===== config.mk =====
export PLATFORM = sky130hd
export DESIGN_NAME = path_accumulator_bcd
export DESIGN_NICKNAME = d
export VERILOG_FILES = /design/src/rtl/ps2_mouse_pkg.sv /design/src/rtl/bcd_double_dabble_seq.sv /design/src/rtl/path_accumulator_bcd.sv
export SDC_FILE = /design/constraint.sdc
export NUM_CORES = 1
export LEC_CHECK = 0
export CAP_MARGIN = 0
export CORE_MARGIN = 2
export CORE_UTILIZATION = 50
export DETAILED_ROUTE_END_ITERATION = 12
export PLACE_DENSITY = 0.73
export SETUP_SLACK_MARGIN = 0.3
export SLEW_MARGIN = 20
export SYNTH_ARGS = -nofsm -noshare
export SYNTH_HDL_FRONTEND = slang
export SYNTH_SLANG_ARGS = --single-unit

===== constraint.sdc =====
create_clock -name clk -period 4.1 [get_ports clk]
set_clock_uncertainty 0.2 [all_clocks]
set_input_delay 0.41 -clock clk [delete_from_list [all_inputs] [get_ports clk]]
set_output_delay 0.41 -clock clk [all_outputs]
set_load 0.02 [all_outputs]

===== src/rtl/ps2_mouse_pkg.sv =====
// rtl/ps2_mouse_pkg.sv - shared constants, FSM encoding and digit-count helper
package ps2_mouse_pkg;

  localparam int DELTA_W = 9;
  localparam int MAG_W   = 10;

  typedef enum logic [1:0] {
    ST_IDLE  = 2'd0,
    ST_LOAD  = 2'd1,
    ST_SHIFT = 2'd2,
    ST_DONE  = 2'd3
  } dd_state_e;

  // Smallest digit count whose decimal range covers 2^acc_w - 1.
  function automatic int min_digits(input int acc_w);
    longint unsigned lim;
    longint unsigned p;
    int d;
    lim = (64'd1 << acc_w) - 64'd1;
    p   = 64'd10;
    d   = 1;
    for (int i = 0; i < 20; i++) begin
      if (p <= lim) begin
        p = p * 64'd10;
        d = d + 1;
      end
    end
    return d;
  endfunction

endpackage


===== src/rtl/bcd_double_dabble_seq.sv =====
// rtl/bcd_double_dabble_seq.sv - iterative binary-to-BCD converter, one bit per cycle
module bcd_double_dabble_seq
  import ps2_mouse_pkg::*;
#(
  parameter int BIN_W  = 16,
  parameter int DIGITS = 5
) (
  input  logic                  clk,
  input  logic                  rst,
  input  logic                  start,
  input  logic [BIN_W-1:0]      bin_in,
  output logic                  busy,
  output logic                  loading,
  output logic                  done,
  output logic [4*DIGITS-1:0]   bcd_out
);

  localparam int CNT_W = $clog2(BIN_W);

  dd_state_e             state_q, state_d;
  logic [BIN_W-1:0]      bin_q, bin_d;
  logic [4*DIGITS-1:0]   scr_q, scr_d;
  logic [4*DIGITS-1:0]   adj;
  logic [4*DIGITS-1:0]   bcd_q, bcd_d;
  logic [CNT_W-1:0]      cnt_q, cnt_d;
  logic                  done_q, done_d;

  always_ff @(posedge clk) begin
    if (rst) begin
      state_q <= ST_IDLE;
      bin_q   <= '0;
      scr_q   <= '0;
      bcd_q   <= '0;
      cnt_q   <= '0;
      done_q  <= 1'b0;
    end else begin
      state_q <= state_d;
      bin_q   <= bin_d;
      scr_q   <= scr_d;
      bcd_q   <= bcd_d;
      cnt_q   <= cnt_d;
      done_q  <= done_d;
    end
  end

  always_comb begin
    state_d = state_q;
    case (state_q)
      ST_IDLE:  if (start) state_d = ST_LOAD;
      ST_LOAD:  state_d = ST_SHIFT;
      ST_SHIFT: if (cnt_q == CNT_W'(BIN_W - 1)) state_d = ST_DONE;
      ST_DONE:  state_d = ST_IDLE;
      default:  state_d = ST_IDLE;
    endcase
  end

  // Digits >= 5 get +3 before the shift so the doubling carries into the next digit.
  always_comb begin
    adj = '0;
    for (int i = 0; i < DIGITS; i++) begin
      adj[4*i +: 4] = (scr_q[4*i +: 4] >= 4'd5) ? scr_q[4*i +: 4] + 4'd3 : scr_q[4*i +: 4];
    end
  end

  always_comb begin
    bin_d  = bin_q;
    scr_d  = scr_q;
    cnt_d  = cnt_q;
    bcd_d  = bcd_q;
    done_d = 1'b0;
    case (state_q)
      ST_LOAD: begin
        bin_d = bin_in;
        scr_d = '0;
        cnt_d = '0;
      end
      ST_SHIFT: begin
        scr_d = {adj[4*DIGITS-2:0], bin_q[BIN_W-1]};
        bin_d = {bin_q[BIN_W-2:0], 1'b0};
        cnt_d = cnt_q + 1'b1;
      end
      ST_DONE: begin
        bcd_d  = scr_q;
        done_d = 1'b1;
      end
      default: ;
    endcase
  end

  always_comb begin
    busy    = (state_q != ST_IDLE);
    loading = (state_q == ST_LOAD);
    done    = done_q;
    bcd_out = bcd_q;
  end

endmodule


===== src/rtl/path_accumulator_bcd.sv =====
// rtl/path_accumulator_bcd.sv - Manhattan travel accumulator feeding a sequential BCD converter
module path_accumulator_bcd
  import ps2_mouse_pkg::*;
#(
  parameter int ACC_W    = 16,
  parameter int DIGITS   = 5,
  parameter int SATURATE = 1
) (
  input  logic                 clk,
  input  logic                 rst,
  input  logic                 reset_button,
  input  logic                 done_tick,
  input  logic [DELTA_W-1:0]   x_axis,
  input  logic [DELTA_W-1:0]   y_axis,
  output logic [ACC_W-1:0]     acc_value,
  output logic                 overflow,
  output logic [4*DIGITS-1:0]  bcd,
  output logic                 bcd_valid,
  output logic                 busy
);

  if (DIGITS < min_digits(ACC_W)) begin : g_digits_too_small
    $error("DIGITS too small for ACC_W");
  end

  function automatic logic [MAG_W-1:0] abs_delta(input logic [DELTA_W-1:0] v);
    logic [MAG_W-1:0] e;
    e = {v[DELTA_W-1], v};
    return v[DELTA_W-1] ? (~e + MAG_W'(1)) : e;
  endfunction

  logic [ACC_W-1:0] acc_q, acc_d;
  logic             ovf_q, ovf_d;
  logic             dirty_q, dirty_d;
  logic [MAG_W-1:0] delta;
  logic [ACC_W:0]   sum;
  logic             loading;

  assign delta = abs_delta(x_axis) + abs_delta(y_axis);
  assign sum   = {1'b0, acc_q} + (ACC_W + 1)'(delta);

  always_ff @(posedge clk) begin
    if (rst) begin
      acc_q   <= '0;
      ovf_q   <= 1'b0;
      dirty_q <= 1'b0;
    end else begin
      acc_q   <= acc_d;
      ovf_q   <= ovf_d;
      dirty_q <= dirty_d;
    end
  end

  // A set of dirty in the snapshot cycle must win so the newer value gets converted.
  always_comb begin
    acc_d   = acc_q;
    ovf_d   = ovf_q;
    dirty_d = dirty_q;
    if (loading) dirty_d = 1'b0;
    if (reset_button) begin
      acc_d   = '0;
      ovf_d   = 1'b0;
      dirty_d = 1'b1;
    end else if (done_tick) begin
      dirty_d = 1'b1;
      if (sum[ACC_W]) begin
        ovf_d = 1'b1;
        acc_d = (SATURATE != 0) ? {ACC_W{1'b1}} : sum[ACC_W-1:0];
      end else begin
        acc_d = sum[ACC_W-1:0];
      end
    end
  end

  bcd_double_dabble_seq #(
    .BIN_W  (ACC_W),
    .DIGITS (DIGITS)
  ) u_dd (
    .clk     (clk),
    .rst     (rst),
    .start   (dirty_q),
    .bin_in  (acc_q),
    .busy    (busy),
    .loading (loading),
    .done    (bcd_valid),
    .bcd_out (bcd)
  );

  assign acc_value = acc_q;
  assign overflow  = ovf_q;

endmodule


Word level (Yosys, flattened, before mapping)
Cells that the tools add are included.

storage, ports and cells
  flip-flop bits (word level) = 81
  input bits = 22
  output and inout port bits = 39

cells by class
  add/sub/neg operators = 10
  magnitude comparators = 5
  eq/ne operators = 6
  muxes and demuxes = 18
  bitwise operators = 2
  reductions and logical operators = 7

operators by type and width
  kind                     number
  $pmux W20 S2             1
  $pmux W16 S2             1
  $add A10 B1 Y10 const B  2
  $ge A4 B3 Y1 const B     5
  $mux W10                 2
  $not A10 Y10             2
  $add A16 B10 Y17         1
  $add A4 B2 Y4 const B    4
  $mux W16                 1
  $mux W4                  4
  $add A10 B10 Y10         1
  $pmux W2 S4              1
  $pmux W4 S2              1
  $add A4 B1 Y4 const B    1
  $eq A2 B2 Y1 const B     2
  $eq A4 B4 Y1 const B     1
  $mux W1                  4
  $mux W2                  2
  $reduce_and A2 Y1        2
  $reduce_bool A2 Y1       2
  $add A3 B2 Y3 const B    1
  $mux W3                  1
  $reduce_bool A3 Y1       1
  $eq A2 B1 Y1 const B     1
  4 further kinds          4

Depth between registers and ports, before layout
Gate-level depths: netlist (run 1).

  depth in word-level cells = 6
  depth in mapped cells = 17

Cells and area by module
From an unflattened synthesis (run 1), not the netlist that was laid out.

unflattened totals
  cells, all modules = 524
  area, all modules = 4747.1 um^2

by module, submodules not included
  module                 instances  cells an instance  area each (um^2)  sequential area each (um^2)
  bcd_double_dabble_seq  1          320                3001.6            1261.2
  path_accumulator_bcd   1          204                1745.4            360.3

Worst setup path after synthesis (run 1)
Ideal clock, no wire load.

  path type = input -> register
  start point = in x_axis[0]
  end point = reg acc_q[15], in the netlist acc_value[15]
  arrival time = 3.398 ns
  data required time = 3.764 ns
  path slack = 0.366 ns
  stages = 16
  buffers on the path = 0
  path through = inv_1 > ha_1 > nand2_1 > o21ai_0 > fa_1 > a21o_1 > a21oi_1 > o21ai_1 > o41ai_1 > xnor2_1 > ha_1 > a21o_1 > a21oi_1 > nand4_1 > a31oi_1 > a311oi_1

on the way
  word-level cells in the longest chain between the ends = 6

RTL lines
  element               RTL line                    RTL
  from (decl)           path_accumulator_bcd.sv:13  input logic [DELTA_W-1:0] x_axis,
  $not A10 Y10          path_accumulator_bcd.sv:29  return v[DELTA_W-1] ? (~e + MAG_W'(1)) : e;
  $add A10 B1 Y10       path_accumulator_bcd.sv:29
  $mux W10 *            path_accumulator_bcd.sv:29
  $add A10 B10 Y10 *    path_accumulator_bcd.sv:39  assign delta = abs_delta(x_axis) + abs_delta(y_axis);
  $add A16 B10 Y17 *    path_accumulator_bcd.sv:40  assign sum = {1'b0, acc_q} + (ACC_W + 1)'(delta);
  $mux W16 *            path_accumulator_bcd.sv:66  if (sum[ACC_W]) begin
  to (signal assigned)  path_accumulator_bcd.sv:44  acc_q <= '0;
  to (signal assigned)  path_accumulator_bcd.sv:48  acc_q <= acc_d;
  to (decl)             path_accumulator_bcd.sv:32  logic [ACC_W-1:0] acc_q, acc_d;

Mark *: on every way between the ends. The rest lies on a longest branch, timed or not.
A chain may end at the register's enable or synchronous reset.

Worst setup path in the final report (run 1)
  start point = in y_axis[2]
  end point = reg acc_q[7], in the netlist acc_value[7]

on the way
  word-level cells in the longest chain between the ends = 6

RTL lines
  element             RTL line                    RTL
  from (decl)         path_accumulator_bcd.sv:14  input logic [DELTA_W-1:0] y_axis,
  $not A10 Y10        path_accumulator_bcd.sv:29
  $add A10 B1 Y10     path_accumulator_bcd.sv:29
  $mux W10 *          path_accumulator_bcd.sv:29
  $add A10 B10 Y10 *  path_accumulator_bcd.sv:39
  $add A16 B10 Y17 *  path_accumulator_bcd.sv:40
  $mux W16 *          path_accumulator_bcd.sv:66

Marked as above.

==> summary.txt, run 1 <==
Clocking
  – TritonCTS buffer count: 9
  – CTS Hold Bufs: 0
  – CTS Sinks: 81
  – H-tree Lvls: 3
  – Clock Tree Buf Depth: 2
  – Clock transition at path regs: 90 ps
  – CTS tree: done
  – Clock Latency Late Sink: roughly 350 ps
  – Root Buffer: clkbuf_8

Floorplanning
  – Row count: 35
  – Top-Level Pins: 61
  – Width of the die: slightly above 100 um
  – Core footprint: just over 0.009 sq mm
  – Chip height: between 100 and 150 um
  – Area of the die: around 0.01 sq mm
  – Starting Density: a little over 50%

Routing
  – Routed WL: roughly 11,000 um
  – DR vias/cell: between 5 and 6
  – Antenna-violating nets left: 0
  – Via Count: 4,329
  – Drt pass-1 iters: 4
  – Residual DRC: 0
  – 1st-iter DRT viols: between 150 and 200
  – Post-DR wirelength/cell: between 10 and 15 um

Synthesis
  – Post-Syn Area: approximately 0.0047 sq mm
  – Netlist cell types: 58
  – Synthesis warning total: 0
  – Share of the synthesized area in the top cell type: roughly 34%
  – Syn Area/Cell: around 8.7 sq um
  – Sequential-to-total area share from yosys stat: roughly a third
  – Syn Nets: roughly 610
  – Synth top area cells: dfxtp_1 (34%), ha_1 (10%), mux2i_1 (7.8%)
  – Synthesized flop and latch total: 81
  – Asr flop ratio synth: 0%
  – Number of synthesized flops with an enable pin: 0
  – Leading area contributor after synthesis: dfxtp_1
  – Gate Count Post-Synth: 547
  – Predominant post-synthesis flop cell: dfxtp_1

Global route
  – Grt met3 use: ~3.3%
  – Met1 usage: between 20 and 30%
  – Initial antenna violation count: 0
  – Largest net degree at the start of global routing: 66
  – Gr usage total: about a fifth
  – Routing usage on met2: between 30% and 40%
  – GRT Max-Usage Layer: met2
  – First-pass GRT wire length: around 18,000 um
  – Number of global-route vias before repair: between 4,000 and 5,000
  – GR Overflow Total: 0

Setup path
  – Setup Crit Path Kind: input port to register
  – Critical path's top delay family: compound AO/OA/AOI/OAI gates
  – Reg-to-reg slack, setup: 1530 ps
  – Worst r2r dst: acc_value[7]$_SDFFE_PP0P_
  – Crit path required time: around 4200 ps
  – Largest stage delay, worst path: about 510 ps
  – CP Launch Point: y_axis[2]
  – RR Startpoint: acc_value[0]$_SDFFE_PP0P_
  – Critical-path maximum fanout: 5
  – CP bufs+invs: 2
  – Worst path slowest cell: clkdlybuf4s50_1
  – CP endpoint kind: register
  – Setup crit start kind: input port
  – Worst-case reg-to-reg path depth: 8
  – Crit path arrival time: 3780 ps
  – Crit-path cells: clkdlybuf4s50_1 -> o21ai_0 -> xnor2_1 -> ha_1 -> nand2_1 -> o21ai_4 -> nor2_1 -> xnor2_1 -> ha_1 -> o211ai_1 -> o211ai_2 -> a41oi_2 -> o21a_2 -> buf_12 -> o211ai_2

Power
  – Int Pwr: approximately 0.0017 W
  – Clock power share: about a fifth
  – Switching share of power: roughly 38%
  – Flop pwr share: 32.8%
  – Leakage power: about 2.5 nW
  – Logic gate share of total power: between 40% and 50%
  – Worst VDD drop: ~250 uV
  – PwrDens: 433.6 mW/mm^2
  – Pwr Total: roughly 0.0027 W
  – Psw: approximately 0.0010 W

Hold path
  – Hold/Removal Path Class: register to register
  – Hold_sp: overflow$_SDFFE_PP0P_
  – Hold Crit Endpoint: overflow$_SDFFE_PP0P_
  – Hold Path Depth: 1

STA
  – Max Slew Vio Count: 0
  – Fmax: roughly 270 MHz
  – RSZ-0062 raised after global routing: no
  – Final Hold Vio Count: 0
  – Slew Limit Headroom: around 50%
  – Final hold slack: approximately 270 ps
  – Worst-Margin Slew: 750.8 ps
  – Setup Viol. Count Final: 0
  – Fin crit period: between 3000 and 4000 ps
  – Tcrit/Tclk final: 90.44%
  – Final Worst Setup Slack: slightly below 400 ps

Layout
  – Final Core Density: about 68%
  – Fin nets: 715
  – Finished Cell Area: about 0.0063 sq mm
  – Ratio of cells with drive above 1 in the final layout: 20.67%
  – Layout area overhead: 33.25%
  – Antenna diode count: 0

Place
  – Area after DPL: around 0.0058 sq mm
  – Port Buffers: 60
  – GPL Wtd Cong: around 0.85
  – Worst slack, placed: -431.6 ps
  – DPL Wire Length: ~7700 um

Run
  – Maximum capacitance violations: 0

Run status
  – Status: finished, final reports clean
-- how the worst max path moves through the flow --
stage               slack [ps]  cells after the start                         end
finish                     390                     15   acc_value[7]$_SDFFE_PP0P_
global route               200                     17  acc_value[13]$_SDFFE_PP0P_
CTS                        340                     15  acc_value[11]$_SDFFE_PP0P_
detailed placement        -430                     17  acc_value[15]$_SDFFE_PP0P_
global placement          -300                     17  acc_value[15]$_SDFFE_PP0P_
floorplan                  370                     16  acc_value[15]$_SDFFE_PP0P_
-- state kept, by name, indices dropped and copies added (netlist names) --
signal	cells
acc_value	16
u_dd.done	1
u_dd.scr_q	20
u_dd.bcd_out	20
u_dd.cnt_q	4
u_dd.bin_q	16
u_dd.state_q	2
overflow	1
dirty_q	1
-- layout make-up --
cell class              count  area, sq um
well taps                 129        161.4
clock buffers              10        137.6
multi-input cells         414         3146
clock inverters             6        66.31
fillers                   717         2913
repair buffers            122         1101
flip-flops and latches     81         1622
inverters                  25        93.84
-- kinds of logic (layout without fill, tap and decap cells) --
| family | count (synthesis) | after routing | synth area share [%] |
|---|---|---|---|
| AND/OR/NAND/NOR | 157 | 157 | 14.68 |
| AO/OA/AOI/OAI | 146 | 146 | 21.87 |
| flip-flops | 81 | 81 | 34.15 |
| buffers and inverters | 52 | 163 | 4.374 |
| adder cells (fa/ha/maj) | 40 | 40 | 10.86 |
| multiplexers | 37 | 37 | 7.800 |
| XOR/XNOR | 34 | 34 | 6.272 |
-- stage by stage --
step | std cells | TNS, ps
2_1_floorplan | 547 | 0
3_3_place_gp | 759 | -3723
3_5_place_dp | 759 | -5428
4_1_cts | 777 | 0
5_1_grt | 787 | 0
6_report | 787 | 0
-- what timing repair did --
item | in CTS | in global routing
cloned | 0 | 1
buffers inserted | 2 | 9
gates resized for setup | 21 | 42
pin swaps | 16 | 41
endpoints found under the setup margin | 17 | 17
-- per-layer routing --
layer,vias up,routed length (um)
li1,2167,-
met1,2060,4932
met2,86,5926
met3,16,304
met4,0,148
met5,-,0
-- placed cells by master, fill, tap and decap left out, drive strengths merged, types with 12 or more instances in the layout --
cell           netlist  layout
a21o                12      12
ha                  38      38
clkdlybuf4s50        0      49
nor2                71      71
xnor2               28      28
buf                  7      62
a21oi               38      38
mux2i               37      37
o21ai               25      25
dfxtp               81      81
nand2               42      42
a211oi              19      19
inv                 25      26
-- power by group through the flow --
stage	Combinational (W)	Clock (W)	Sequential (W)
detailed placement	0.00112	0	0.000917
global route	0.00139	0.000632	0.000910
CTS	0.00115	0.000599	0.000900
floorplan	0.000787	0	0.000917
finish	0.00126	0.000585	0.000901
global placement	0.00109	0	0.000915
-- Yosys cell counts (4+ instances only) --
library cell and instances:
inv_1 24, ha_1 38, a211oi_1 17, a22oi_1 6
a21oi_2 8, o21ai_1 5, o31ai_1 7, nand2b_1 10
dfxtp_1 81, nand2_1 42, nor2b_1 4, a21o_1 11
o211ai_1 6, nor3_1 5, o21ai_0 20, nor2_1 71
a32oi_1 9, buf_2 4, nand3_1 8, a21oi_1 30
xor2_1 6, xnor2_1 28, mux2i_1 37, o21bai_1 4
clkbuf_1 20
-- worst reg2reg max path, cell delays in order (launching register included) --
cell and delay (ps):
dfxtp_1 350, ha_1 260, fa_1 450, a211oi_2 280, o211ai_2 170, a41oi_2 290
o21a_2 240, buf_12 130, o211ai_2 90
Note: power is estimated with default switching activity, not from simulation.
==> run 2: changes to the inputs <==
--- a/config.mk
+++ b/config.mk
@@ -5,10 +5,12 @@
 export SDC_FILE = /design/constraint.sdc
 export NUM_CORES = 1
 export LEC_CHECK = 0
+export ABC_CLOCK_PERIOD_IN_PS = 4100
 export CAP_MARGIN = 0
 export CORE_MARGIN = 2
 export CORE_UTILIZATION = 50
 export DETAILED_ROUTE_END_ITERATION = 12
+export GPL_TIMING_DRIVEN = 0
 export PLACE_DENSITY = 0.73
 export SETUP_SLACK_MARGIN = 0.3
 export SLEW_MARGIN = 20
==> summary.txt, run 2 (synthesized netlist as in run 1, its figures left out) <==
Global route
  – GRT Max-Usage Layer: met2
  – Routing usage on met2: a little over two fifths
  – Largest net degree at the start of global routing: 15
  – Number of global-route vias before repair: ~4,200
  – GR Overflow Total: 0
  – Met1 usage: 25.92%
  – Initial antenna violation count: 0
  – Grt met3 use: ~4.1%
  – First-pass GRT wire length: ~19,000 um
  – Gr usage total: approximately 23%

STA
  – Slew Limit Headroom: 58.35%
  – Final Worst Setup Slack: 438.5 ps
  – Fin crit period: 3662 ps
  – Max Slew Vio Count: 0
  – Worst-Margin Slew: 624.7 ps
  – Setup Viol. Count Final: 0
  – Fmax: approximately 270 MHz
  – Setup TNS: 0 ps
  – Final Hold Vio Count: 0
  – RSZ-0062 raised after global routing: no
  – Tcrit/Tclk final: approximately nine tenths

Clocking
  – Clock transition at path regs: 80 ps
  – H-tree Lvls: 3
  – Clock Tree Buf Depth: 2
  – CTS tree: done
  – CTS Sinks: 81
  – TritonCTS buffer count: 9
  – Root Buffer: clkbuf_8
  – Clock Latency Late Sink: approximately 370 ps

Hold path
  – Hold/Removal Path Class: register to register

Setup path
  – Setup crit start kind: input port
  – Critical-path maximum fanout: 6
  – Crit path required time: between 4000 and 5000 ps
  – CP endpoint kind: register
  – Crit path arrival time: between 3000 and 4000 ps
  – Reg-to-reg slack, setup: between 1000 and 1500 ps
  – Setup Crit Path Kind: input port to register

Routing
  – DR vias/cell: about 5.6
  – Antenna-violating nets left: 0
  – Routed WL: 11,520 um
  – Via Count: 4,342
  – Residual DRC: 0
  – Drt pass-1 iters: 4
  – Post-DR wirelength/cell: around 15 um
  – 1st-iter DRT viols: 169

Layout
  – Most common cell after layout, fill and taps aside: dfxtp_1
  – Fin nets: 697
  – Antenna diode count: 0
  – Storage element area: ~0.0016 sq mm
  – Layout area overhead: 29.51%
  – Fillers: between 700 and 800
  – Multi-input gate area: about 0.0032 sq mm
  – Ratio of cells with drive above 1 in the final layout: between 15 and 20%
  – Most frequent cells in the layout: dfxtp_1 (81), nor2_1 (66), clkdlybuf4s50_1 (49)

Run status
  – Status: finished, final reports clean

Floorplanning
  – Row count: 35
  – Chip height: 101.5 um
  – Starting Density: between 50% and 60%
  – Core footprint: about 0.009 sq mm
  – Area of the die: roughly 0.010 sq mm
  – Width of the die: a little over 100 um
  – Top-Level Pins: 61

Place
  – Port Buffers: a little under 60
  – GPL Wtd Cong: about 0.87
  – Worst slack, placed: -717.2 ps
  – DPL Wire Length: slightly above 8000 um

Power
  – Leakage power: between 2 and 2.5 nW
  – Pwr Total: about 0.0028 W
  – PwrDens: 454.6 mW/mm^2
  – Worst VDD drop: 292.3 uV

Run
  – Maximum capacitance violations: 0
==> run 2: cell count changes in the layout (fill, tap and decap cells not counted), sizes merged <==
cell,before,now
clkbuf,11,33
dlygate4sd2,4,1
buf,62,26
bufinv,1,2
clkinvlp,3,1
clkinv,1,2
dlymetal6s2s,6,5
==> run 2: worst paths after layout <==
path / start / end / depth (start not counted)
worst min-delay path: u_dd.bin_q[0]$_SDFFE_PP0P_ / u_dd.bin_q[0]$_SDFFE_PP0P_ / 2
worst min register to register: u_dd.bin_q[0]$_SDFFE_PP0P_ / u_dd.bin_q[0]$_SDFFE_PP0P_ / 2
worst max register to register: acc_value[0]$_SDFFE_PP0P_ / acc_value[7]$_SDFFE_PP0P_ / 8
worst max-delay path: y_axis[1] / acc_value[7]$_SDFFE_PP0P_ / 18
==> run 2: power by group <==
part | leakage (nW) | total (W) | switching, W | internal [W]
Clock | 0.113 | 0.000658 | 0.000297 | 0.000361
Sequential | 0.657 | 0.000902 | 0.0000469 | 0.000855
Combinational | 1.54 | 0.00124 | 0.000734 | 0.000502
==> run 2: timing repair <==
action	in CTS	in global routing
pin swaps	18	34
resized for setup	38	44
setup buffers	11	7
cloned	1	0
endpoints found under the setup margin	17	17
hold buffers	0	0
==> run 2: final cells by class <==
class | instances | area share, %
Tap cell | 129 | 2.625
Multi-Input combinational cell | 414 | 52.04
Buffer | 27 | 1.953
Clock inverter | 6 | 1.465
Timing Repair Buffer | 77 | 11.78
Clock buffer | 10 | 2.238
Inverter | 25 | 1.526
Sequential cell | 81 | 26.37
==> run 2: metrics by stage <==
stage	instances	instance area, sq um	utilization [%]	hold slack (ps)
final	769	6150	66.55	270.8
after global routing	769	6150	66.55	293.2
after CTS	762	5924	64.12	278.2
after detailed placement	734	5490	59.42	257.1
after global placement	734	5490	59.42	250.3
after floorplan	547	4748	-	240.7
==> run 2: layer usage <==
metal	wire, um	vias up
met3	447	24
met5	0	-
met2	5861	119
met4	308	0
met1	4900	2072
li1	-	2127
==> run 2: worst max-delay path, stage by stage <==
cell and delay, ps:
dlygate4sd2_1 240, inv_2 70, buf_4 110, nand2_1 80
o21ai_0 220, xnor2_1 110, ha_1 350, nand2_1 80
o21ai_2 190, nor2_1 90, xnor2_1 150, ha_2 410
o211ai_1 170, o211ai_2 290, a41oi_2 190, o21a_1 280
buf_6 160, o211ai_2 150
